File: src/rtl/rr_onehot_arbiter_pkg.sv
// Shared definitions for the round-robin one-hot arbiter.
//   rra_state_t   : arbiter FSM states (idle / holding a live grant)
//   RRA_MAX_W     : widest one-hot vector onehot_to_idx accepts
//   onehot_to_idx : binary position of the set bit of a one-hot vector
//                   (0 for an all-zero vector)
package rr_onehot_arbiter_pkg;

   typedef enum logic {RRA_IDLE, RRA_HOLD} rra_state_t;

   localparam int RRA_MAX_W = 64;

   // OR-reduction of the positions of the set bits. This is exact for one-hot
   // inputs and needs no priority chain.
   function automatic int onehot_to_idx(input logic [RRA_MAX_W-1:0] oh);
      int idx;
      idx = 0;
      for (int i = 0; i < RRA_MAX_W; i++) begin
         if (oh[i]) idx = idx | i;
      end
      return idx;
   endfunction

endpackage

File: src/rtl/rr_onehot_arbiter_find_first.sv
// Circular find-first selector (purely combinational).
//   req    [WIDTH]        : candidate vector
//   ptr    [clog2(WIDTH)] : position with the highest priority
//   onehot [WIDTH]        : first set bit of req scanning ptr, ptr+1, ... wrapping
//   found                 : req has at least one set bit
module rr_find_first
   import rr_onehot_arbiter_pkg::*;
#(
   parameter int WIDTH = 8
) (
   input  logic [WIDTH-1:0]         req,
   input  logic [$clog2(WIDTH)-1:0] ptr,
   output logic [WIDTH-1:0]         onehot,
   output logic                     found
);

   logic [2*WIDTH-1:0] doubled;
   logic [2*WIDTH-1:0] mask;
   logic [2*WIDTH-1:0] masked;
   logic [2*WIDTH-1:0] first;

   // The upper copy of req stays unmasked, so a requester below ptr is still
   // found after the scan wraps. x & -x isolates the lowest set bit, and
   // folding the two halves together maps that bit back into WIDTH positions.
   always_comb begin
      doubled = {req, req};
      mask    = ~(((2*WIDTH)'(1) << ptr) - (2*WIDTH)'(1));
      masked  = doubled & mask;
      first   = masked & (~masked + (2*WIDTH)'(1));
      onehot  = first[WIDTH-1:0] | first[2*WIDTH-1:WIDTH];
      found   = |req;
   end

endmodule

File: src/rtl/rr_onehot_arbiter.sv
// Round-robin arbiter with a registered one-hot grant and valid/ready handshake.
//   clk          : clock, all state updates on posedge
//   rst          : synchronous reset, active-high
//   req          : request vector, any pattern legal
//   flush        : kills the pending grant; pointer is kept
//   grant_ready  : consumer accepts the current grant
//   grant_valid  : grant_onehot/grant_index hold a live grant
//   grant_onehot : registered one-hot grant, zero when not valid
//   grant_index  : binary index of the grant, zero when not valid
//   rr_ptr       : current highest-priority position
// WIDTH must be a power of two, between 2 and RRA_MAX_W.
module rr_onehot_arbiter
   import rr_onehot_arbiter_pkg::*;
#(
   parameter int WIDTH = 8
) (
   input  logic                     clk,
   input  logic                     rst,
   input  logic [WIDTH-1:0]         req,
   input  logic                     flush,
   input  logic                     grant_ready,
   output logic                     grant_valid,
   output logic [WIDTH-1:0]         grant_onehot,
   output logic [$clog2(WIDTH)-1:0] grant_index,
   output logic [$clog2(WIDTH)-1:0] rr_ptr
);

   localparam int IDX_W = $clog2(WIDTH);

   rra_state_t       state_p1, state_nxt;
   logic [WIDTH-1:0] grant_oh_p1, grant_oh_nxt;
   logic [IDX_W-1:0] grant_idx_p1, grant_idx_nxt;
   logic [IDX_W-1:0] ptr_p1, ptr_nxt;
   logic [IDX_W-1:0] idx_inc;
   logic [IDX_W-1:0] arb_ptr;
   logic [IDX_W-1:0] win_idx;
   logic [WIDTH-1:0] win_oh;
   logic             win_found;
   logic             handshake;

   // A flush outranks the handshake, so a flushed grant never counts as consumed.
   assign handshake = (state_p1 == RRA_HOLD) && grant_ready && !flush;
   // WIDTH is a power of two, so the natural wrap of IDX_W bits is the modulo.
   assign idx_inc   = grant_idx_p1 + IDX_W'(1);
   // On a handshake, arbitration already uses the advanced pointer. This keeps
   // back-to-back grants fair at one grant per cycle.
   assign arb_ptr   = handshake ? idx_inc : ptr_p1;

   rr_find_first #(
      .WIDTH (WIDTH)
   ) u_find_first (
      .req    (req),
      .ptr    (arb_ptr),
      .onehot (win_oh),
      .found  (win_found)
   );

   assign win_idx = IDX_W'(onehot_to_idx(RRA_MAX_W'(win_oh)));

   always_comb begin
      state_nxt     = state_p1;
      grant_oh_nxt  = grant_oh_p1;
      grant_idx_nxt = grant_idx_p1;
      ptr_nxt       = ptr_p1;
      if (flush) begin
         state_nxt     = RRA_IDLE;
         grant_oh_nxt  = '0;
         grant_idx_nxt = '0;
      end else begin
         case (state_p1)
            RRA_IDLE: begin
               if (win_found) begin
                  state_nxt     = RRA_HOLD;
                  grant_oh_nxt  = win_oh;
                  grant_idx_nxt = win_idx;
               end
            end
            RRA_HOLD: begin
               // Without ready the grant is sticky, even if its request drops.
               if (grant_ready) begin
                  ptr_nxt = idx_inc;
                  if (win_found) begin
                     grant_oh_nxt  = win_oh;
                     grant_idx_nxt = win_idx;
                  end else begin
                     state_nxt     = RRA_IDLE;
                     grant_oh_nxt  = '0;
                     grant_idx_nxt = '0;
                  end
               end
            end
            default: begin
               state_nxt     = RRA_IDLE;
               grant_oh_nxt  = '0;
               grant_idx_nxt = '0;
            end
         endcase
      end
   end

   // ---- stage p1: grant / pointer registers ----
   always_ff @(posedge clk) begin
      if (rst) begin
         state_p1     <= RRA_IDLE;
         grant_oh_p1  <= '0;
         grant_idx_p1 <= '0;
         ptr_p1       <= '0;
      end else begin
         state_p1     <= state_nxt;
         grant_oh_p1  <= grant_oh_nxt;
         grant_idx_p1 <= grant_idx_nxt;
         ptr_p1       <= ptr_nxt;
      end
   end

   assign grant_valid  = (state_p1 == RRA_HOLD);
   assign grant_onehot = grant_oh_p1;
   assign grant_index  = grant_idx_p1;
   assign rr_ptr       = ptr_p1;

endmodule
File: config.mk
export PLATFORM = sky130hd
export DESIGN_NAME = rr_onehot_arbiter
export DESIGN_NICKNAME = d
export VERILOG_FILES = /design/src/rtl/rr_onehot_arbiter_pkg.sv /design/src/rtl/rr_onehot_arbiter_find_first.sv /design/src/rtl/rr_onehot_arbiter.sv
export SDC_FILE = /design/constraint.sdc
export NUM_CORES = 1
export LEC_CHECK = 0
export CORE_MARGIN = 5
export CORE_UTILIZATION = 43
export CTS_CLUSTER_SIZE = 12
export DETAILED_ROUTE_END_ITERATION = 16
export HOLD_SLACK_MARGIN = 0.02
export PLACE_DENSITY_LB_ADDON = 0.12
export REMOVE_ABC_BUFFERS = 1
export SYNTH_ARGS = -nofsm -noshare
export SYNTH_HDL_FRONTEND = slang
export SYNTH_SLANG_ARGS = --single-unit
File: constraint.sdc
create_clock -name clk -period 2.6 [get_ports clk]
set_input_delay 0.52 -clock clk [delete_from_list [all_inputs] [get_ports clk]]
set_output_delay 0.52 -clock clk [all_outputs]
set_load 0.1 [all_outputs]
==> run_results.csv <==
group,metric,value,unit
global_routing,grt_first_pass_wirelength,6700,um
finish,instances_no_fill,230,
logic_synthesis,synth_top_area_share,28.1,%
place,placedCellCount,210,
finish,fillers,196,
logic_synthesis,ys_ff_latch,15,
die,dieArea,3580,sq um
route,vias,1302,
sta,drv_slew,0,
setup_path,cpMaxStageDelayCell,"dfxtp_2",
logic_synthesis,netlist_instances,129,
route,drt_iter0_markers,82,
global_routing,gr-total-overflow,0,
finish,final_common_cell,"buf_4",
logic_synthesis,syn-cell-area,1070,sq um
sta,relSlewSlack,63.7,%
status,status,"completed",
route,drc,0,
finish,diodes,0,
die,core_area,2430,sq um
power,vdd_drop_max,0.334,mV
finish,design_area,1790,sq um
clock_network,cts_max_path_buffers,2,
route,vias_per_cell,5.66,
logic_synthesis,synth_top_family_by_area,"simple AND/OR/NAND/NOR gates",
clock_network,cts_sinks,15,
sta,setup_ws,0.0467,ns
setup_path,path_class,"register to register",
logic_synthesis,synth_compound_area_share,29.8,%
job,max-cap-violations,0,
place,place_ws,-0.747,ns
clock_network,cts-root-buf,"clkbuf_4",
place,place_area,1530,sq um
die,initial_core_util,43.9,%
setup_path,cp.arrival,2.72,ns
sta,setup_viol,0,
sta,timing.final.crit_share,98.2,%
sta,whs,0.462,ns
global_routing,grt_pass1_vias,1357,
die,io-pin-count,27,
clock_network,htree_levels,1,
power,seq_power_share,38.2,%
hold_path,hold_class,"register to register",
setup_path,cp_max_fo,6,
global_routing,track_usage,24.5,%
finish,area_delta_synth_final,68.1,%
setup_path,startpoint_type,"register",
die,die_h,59.8,um
die,num_rows,18,
power,p_leak,0.000744,uW
power,sw_frac_of_total,36.7,%
setup_path,crit_required,2.76,ns
place,portBuffers,26,
sta,rsz0062_at_grt,"true",
logic_synthesis,ys_top_cells_by_area,"dfxtp_1, a21oi_1, nand2_1",
sta,final.min_clock_period,2.55,ns
sta,fmax,0.392,GHz
logic_synthesis,avgSynthCellArea,8.27,sq um
clock_network,cts_buffers,3,
logic_synthesis,synth-simple-area-share,31.4,%
clock_network,clk_latency,0.30,ns
sta,timing.final.hold_violations,0,
finish,final_cell_mix,"buf_4, dfxtp_1, nand2_1",
power,p_comb_share,38.3,%
sta,fin_tns_setup,0,ns
logic_synthesis,synth_top_area_cell,"dfxtp_1",
setup_path,crit_path_cell_trace,"ha_4, nand4bb_4, o32ai_4, nand2_2, ha_4, and3_4, o31ai_4, and4b_1, a41oi_2, a41oi_2",
finish,layout-drive-gt1-share,49.0,%
global_routing,grt_max_degree,13,
logic_synthesis,synth_fa_ha_area_share,3.52,%
place,post-dp-hpwl,2820,um
sta,finClkSkew,0.00892,ns
logic_synthesis,seq_area_frac_synth,28.1,%
clock_network,cts_hold_buf,0,
logic_synthesis,synth_xor_area_share,2.34,%
power,cellPowerDensity,354,nW/um^2
logic_synthesis,synth_cell_types,46,
power,p_clk_share,23.5,%
logic_synthesis,yosys_warnings,0,
global_routing,antenna_found_initial,0,
power,intPower,401,uW
setup_path,max_stage_delay,0.35,ns
route,drtAntennaViolNets,0,
place,gp_congestion,0.939,
die,die_w,59.8,um
route,totalWireLength,4030,um
sta,worst_slew_pin_slew,0.540,ns
clock_network,cts_tree,"yes",
finish,final_nets,216,
setup_path,endpoint_kind,"register",
route,dr.pass1.iters,4,
logic_synthesis,synthMuxAreaShare,0.938,%
clock_network,clk_pin_slew,0.10,ns
route,wl_per_cell,17.5,um
power,p_switching,233,uW
[power by group through the flow]
stage / clock network, uW / registers (uW) / logic (uW)
3_3_place_gp: 0 / 245 / 196
3_5_place_dp: 0 / 246 / 197
4_1_cts: 151 / 242 / 232
2_1_floorplan: 0 / 289 / 69.8
5_1_grt: 161 / 243 / 258
6_report: 149 / 242 / 243
[registers in the layout (all words and copies together), names as in the netlist]
register,cells
grant_onehot,8
grant_index,3
grant_valid,1
rr_ptr,3
[cell usage after synthesis (all sizes together)]
cell and count:
a211oi 3, a21o 3, a21oi 14, a221oi 1, a22oi 3, a31oi 3
a32oi 2, a41oi 2, and2 2, and3 2, and3b 1, and4b 3
and4bb 1, clkbuf 3, dfxtp 15, ha 3, inv 8, mux2i 1
nand2 15, nand2b 1, nand3 4, nand3b 2, nand4 2, nand4b 1
nand4bb 1, nor2 12, nor3 4, nor3b 1, nor4 2, nor4b 1
o2111ai 1, o21ai 2, o22a 1, o31ai 3, o32ai 1, o41ai 1
or2 1, or3 1, xnor2 1, xor2 1
[critical path, delay by kind of cell (launching register included)]
kind,cells,cell delay [ns]
adders and majority gates,2,0.43
AOI/OAI and AO/OA,4,0.87
and+or+nand+nor,4,0.76
DFF,1,0.35
[area by class of cell]
type	count	area (sq um)	share of cell area (%)
multi-input cells	103	853	47.6
repair buffers	70	543	30.3
flip-flops and latches	15	303	16.9
well taps	30	37.5	2.09
inverters	8	30.0	1.67
clock buffers	3	22.5	1.26
clock inverters	1	5.00	0.279
[logic make-up after synthesis]
logic type      Yosys count
xor+xnor                  2
buf+inv                  11
compound gates           40
mux                       1
simple gates             57
fa+ha+maj                 3
flops                    15
[layer usage]
layer / global-route usage [%] / up-vias / share of wire, %
met5: 0 / - / 0
met4: 6.65 / 0 / 1.4
met3: 2.81 / 6 / 5.3
met2: 41.5 / 46 / 49
met1: 32.5 / 620 / 44
li1: - / 630 / -
[path summary, 6_finish.rpt]
path / startpoint / end / slack [ns] / depth (start not counted)
max: grant_index[0]$_SDFFE_PP0P_ / grant_index[0]$_SDFFE_PP0P_ / 0.05 / 10
min: grant_onehot[3]$_SDFFE_PP0P_ / grant_onehot[3]$_SDFFE_PP0P_ / 0.46 / 2
min reg2reg: grant_onehot[3]$_SDFFE_PP0P_ / grant_onehot[3]$_SDFFE_PP0P_ / 0.46 / 2
max reg2reg: grant_index[0]$_SDFFE_PP0P_ / grant_index[0]$_SDFFE_PP0P_ / 0.05 / 10
[per-stage QoR]
stage | power, uW | utilization (%)
after detailed placement | 442 | 62.8
after global placement | 441 | 62.8
after global routing | 662 | 73.8
after CTS | 625 | 72.3
after floorplan | 358 | -
final | 635 | 73.8
[timing repair]
action / in CTS / in global routing
gates resized for setup: 20 / 11
pin swaps: 7 / 8
endpoints found under the setup margin: 11 / 11
buffers inserted: 15 / 2
Note: power is estimated with default switching activity, not from simulation.
